===== src/rtl/prog_delay_line.sv =====
// Runtime-programmable delay line: circular buffer plus a fill counter that gates
// output validity, so the storage array itself never needs a reset.
module prog_delay_line #(
  parameter  int WIDTH = 8,
  parameter  int DEPTH = 256,
  localparam int AW    = $clog2(DEPTH)
) (
  input  logic             clk,
  input  logic             rst,
  input  logic             shift_enable,
  input  logic [WIDTH-1:0] data_in,
  input  logic             cfg_load,
  input  logic [AW:0]      delay_cfg,
  input  logic             flush,
  output logic [WIDTH-1:0] data_out,
  output logic             out_valid,
  output logic [AW:0]      cur_delay
);

  logic [WIDTH-1:0] mem [DEPTH];

  logic [AW-1:0]    wr_ptr_q, wr_ptr_d;
  logic [AW:0]      fill_q, fill_d;
  logic [AW:0]      cur_delay_q, cur_delay_d;
  logic [WIDTH-1:0] data_out_q, data_out_d;
  logic             out_valid_q, out_valid_d;

  logic [AW:0]      cfg_clamped;
  logic [AW:0]      d_eff;
  logic             flush_any;
  logic [AW:0]      fill_base;
  logic [AW:0]      fill_inc;
  logic [AW-1:0]    rd_off;
  logic [AW-1:0]    rd_idx;
  logic [WIDTH-1:0] rd_data;

  always_comb begin
    cfg_clamped = delay_cfg;
    if (delay_cfg == '0) begin
      cfg_clamped = (AW+1)'(1);
    end else if (delay_cfg > (AW+1)'(DEPTH)) begin
      cfg_clamped = (AW+1)'(DEPTH);
    end
  end

  // A load takes effect on the same edge, including for a shift in that cycle.
  assign d_eff     = cfg_load ? cfg_clamped : cur_delay_q;
  assign flush_any = cfg_load | flush;
  assign fill_base = flush_any ? '0 : fill_q;
  assign fill_inc  = (fill_base == (AW+1)'(DEPTH)) ? fill_base : fill_base + (AW+1)'(1);

  // D=DEPTH has low bits zero, so the AW-bit subtraction wraps to DEPTH-1 as needed.
  assign rd_off  = d_eff[AW-1:0] - AW'(1);
  assign rd_idx  = wr_ptr_q - rd_off;
  assign rd_data = mem[rd_idx];

  always_comb begin
    wr_ptr_d    = wr_ptr_q;
    fill_d      = fill_q;
    cur_delay_d = d_eff;
    data_out_d  = data_out_q;
    out_valid_d = out_valid_q;
    if (flush_any) begin
      fill_d      = '0;
      data_out_d  = '0;
      out_valid_d = 1'b0;
    end
    if (shift_enable) begin
      wr_ptr_d = wr_ptr_q + AW'(1);
      fill_d   = fill_inc;
      if (fill_inc >= d_eff) begin
        out_valid_d = 1'b1;
        data_out_d  = (d_eff == (AW+1)'(1)) ? data_in : rd_data;
      end else begin
        out_valid_d = 1'b0;
        data_out_d  = '0;
      end
    end
  end

  always_ff @(posedge clk) begin
    if (rst) begin
      wr_ptr_q    <= '0;
      fill_q      <= '0;
      cur_delay_q <= (AW+1)'(DEPTH);
      data_out_q  <= '0;
      out_valid_q <= 1'b0;
    end else begin
      wr_ptr_q    <= wr_ptr_d;
      fill_q      <= fill_d;
      cur_delay_q <= cur_delay_d;
      data_out_q  <= data_out_d;
      out_valid_q <= out_valid_d;
    end
  end

  always_ff @(posedge clk) begin
    if (shift_enable && !rst) begin
      mem[wr_ptr_q] <= data_in;
    end
  end

  assign data_out  = data_out_q;
  assign out_valid = out_valid_q;
  assign cur_delay = cur_delay_q;

endmodule


===== config.mk =====
export PLATFORM = sky130hd
export DESIGN_NAME = prog_delay_line
export DESIGN_NICKNAME = d
export VERILOG_FILES = /design/src/rtl/prog_delay_line.sv
export SDC_FILE = /design/constraint.sdc
export NUM_CORES = 2
export LEC_CHECK = 0
export CORE_UTILIZATION = 45
export DETAILED_ROUTE_END_ITERATION = 7
export GPL_ROUTABILITY_DRIVEN = 0
export PLACE_DENSITY = 0.62
export SLEW_MARGIN = 20
export SYNTH_ARGS = -nofsm -noshare
export SYNTH_HDL_FRONTEND = slang
export SYNTH_SLANG_ARGS = --single-unit

===== constraint.sdc =====
create_clock -name clk -period 5.3 [get_ports clk]
set_input_delay 1.06 -clock clk [delete_from_list [all_inputs] [get_ports clk]]
set_output_delay 1.06 -clock clk [all_outputs]
set_load 0.02 [all_outputs]

==> run summary <==
Largest net degree at the start of global routing - 142
Gate Count Post-Synth - 4060
Seq cells post-synth - 2083
Highest routed layer - met5
Total power - 38.9 mW
Sw Share - 25.8%
Final setup violating endpoints - 1
Sink Count - 2083
CTS Buf Count - 206
Post-layout net count - 4600
Post-DP HPWL - 149000 um
Required @ worst endpoint - 6.06 ns
Util after Layout - 52.6%
Initial core utilization - 45.4%
Final clock skew - 0.0551 ns
Root Buffer - clkbuf_16
Rel. slew slack - 22.3%
Net Count, Synth - 4112
Crit path max fanout - 17
Clock Pin Slew Worst Setup and Hold Paths - 0.06 ns
Total grt overflow - 0
DR iter-0 viols - 5828
Pre-antenna DRT Iters - 6
Core Rows - 156
Via count - 43449
Fillers - 13983
Metal2 WL - 104000 um
Die H - 430 um
Vias in the first global route - 42904
Worst skew pair latency - 0.86 ns
Layout cell share with drive strength beyond 1 - 27.3%
Netlist Area Pre-Place - 82400 um2
Count leader, synth - edfxtp_1
Post-synth top flop - edfxtp_1
Core area - 181000 um2
Critical Path AT - 6.07 ns
Post-route ant nets - 0
PnR worst setup slack - -0.00839 ns
Internal power - 28.8 mW
YS warnings - 0
Leakage power - 31.0 nW
Area grow syn2layout - 15.8%
Met3 Wirelength - 21200 um
Die area - 185000 um2
VDD IR max - 0.289 mV
CP Capture Type - flip-flop
Post-DR vias/cell - 6.13
Maximum clock insertion buffer count - 3
EDFF count, synth - 2048
Final wirelength - 226000 um
First-pass GRT wire length - 321000 um
Period Utilization, post-route - 100%
Crit path kind - in2reg
CTS tree - done
Cell taking the most area after synthesis - edfxtp_1
Failing checks - negative setup slack
Final min period - 5.31 ns
Power per Cell Area - 408 nW/um2
Startpoint types - primary input
Comb pwr share - 17.0%
Net switching power - 10.0 mW
Fmax - 188 MHz
Hold Path Class - reg2reg
Asr flop ratio synth - 0%
DR DRC count - 0
Flop pwr share - 46.6%
H-tree depth - 4
Worst slew pin tran - 1.17 ns
Max cap viols - 0
Sequential area share after synthesis - 75.5%
Synth top cells by count - edfxtp_1, mux4_2, nor2_1, nand2_1, mux2i_1
Pins Over Slew Limit - 0
GRT Overall Usage - 24.5%
Synth top area share - 74.7%
Avg WL per Cell - 31.9 um
Hold Vio Cnt, Final - 0
Die Width - 430 um
Initial antenna violation count - 2
RSZ-0062 raised after global routing - no
WL met1 - 92400 um
Status - complete, but fails checks
Mean Syn Cell Area - 20.3 um2
Yosys cell types - 65
Share of power burned in the clock network - 36.4%
Synth area leaders - edfxtp_1, mux4_2, mux2i_1, nor2_1, nand2_1
Port bufs - 39
Ports - 40
[worst paths after layout]
| path | startpoint | end | slack, ns | depth (start not counted) |
|---|---|---|---|---|
| max | delay_cfg[5] | data_out[5]$_SDFFE_PP0P_ | -0.008 | 21 |
| min | out_valid$_SDFFE_PP0P_ | out_valid$_SDFFE_PP0P_ | 0.55 | 2 |
| max reg2reg | wr_ptr_q[1]$_SDFFE_PP0P_ | data_out[5]$_SDFFE_PP0P_ | 0.54 | 17 |
| min reg2reg | out_valid$_SDFFE_PP0P_ | out_valid$_SDFFE_PP0P_ | 0.55 | 2 |
[worst max-delay path: stages]
cell             delay, ns
clkdlybuf4s50_1       0.49
nor3_1                0.06
a21oi_1               0.14
nor2_1                0.06
mux2_2                0.28
inv_1                 0.12
ha_4                  0.15
ha_4                  0.13
inv_1                 0.06
fa_4                  1.10
buf_12                0.23
inv_2                 0.14
buf_12                0.19
nor2_1                0.42
buf_4                 0.24
a22oi_1               0.08
a211oi_1              0.40
a21oi_1               0.10
a31oi_1               0.17
o21ai_0               0.16
a22oi_1               0.23
[power groups by stage]
stage / registers, mW / logic [mW] / clock network, mW
finish: 18.1 / 6.61 / 14.2
global route: 18.1 / 6.82 / 14.9
CTS: 18.1 / 6.57 / 14.3
detailed placement: 18.5 / 6.55 / 0
global placement: 18.5 / 6.52 / 0
floorplan: 18.5 / 3.34 / 0
[timing repair]
item | 4_1_cts | 5_1_grt
endpoints found under the setup margin | 0 | 1
hold buffers | 0 | 0
gates resized for setup | 0 | 1
buffers inserted | 0 | 0
[state kept, by name (all words and copies together), names as in the netlist]
| name | cells |
|---|---|
| cur_delay | 9 |
| data_out | 8 |
| fill_q | 9 |
| mem | 2048 |
| out_valid | 1 |
| wr_ptr_q | 8 |
[metal layers]
layer	track usage, %	vias up
li1	-	17738
met1	35.3	23019
met2	37.1	2290
met3	4.83	400
met4	9.09	2
met5	0	-
[stage by stage]
step                hold slack [ns]  TNS [ns]  instance area, um2  setup WS [ns]  instances
floorplan                     0.512         0               82400          0.382       4060
global placement              0.535     -4.80               88900         -0.745       6708
detailed placement            0.535     -4.90               88900         -0.799       6708
CTS                           0.546         0               95300         0.0795       7089
global route                  0.579         0               95400         0.0166       7091
finish                        0.553  -0.00839               95400       -0.00839       7092
[logic make-up (layout without fill, tap and decap cells)]
family | Yosys count | count (layout) | share of synthesized area [%]
and+or+nand+nor | 684 | 684 | 3.47
buffers and inverters | 251 | 912 | 1.93
AOI/OAI and AO/OA | 319 | 319 | 2.80
xor gates and xnor gates | 32 | 32 | 0.340
muxes | 661 | 661 | 15.5
DFF | 2083 | 2083 | 75.5
other | 0 | 1 | 0
adders and majority gates | 30 | 30 | 0.465
[cells in the final DEF, fill, tap and decap left out, types with 9 or more instances in the layout]
cell type        count
clkbuf_1            47
edfxtp_1          2048
clkbuf_16          208
ha_1                27
mux4_2             488
inv_1               11
o21ai_0             48
clkdlybuf4s50_1     31
nand4_1             18
buf_4              400
dfxtp_1             35
xnor2_1             12
nand2_1            201
clkinv_1            54
a32oi_1             19
nor2b_1             20
buf_12              77
xor2_1              17
a221o_1              9
a221oi_1            50
a22oi_1             33
a31oi_1             15
a21oi_1             51
a211oi_1            18
nand3_1             70
clkinv_2            40
nor3_1              23
o22ai_1             12
nor2_1             317
bufinv_16           13
mux2i_1            171
[layout make-up]
cell class              count  area (um2)  area share (%)
clock buffers             255        5380            5.64
inverters                  13        48.8          0.0511
repair buffers            518        5010            5.25
clock inverters           126        1100            1.15
flip-flops and latches   2083       62200            65.2
multi-input cells        1726       18700            19.6
well taps                2370        2970            3.11
diodes                      1        2.50         0.00262
(Power assumes the default switching activity.)
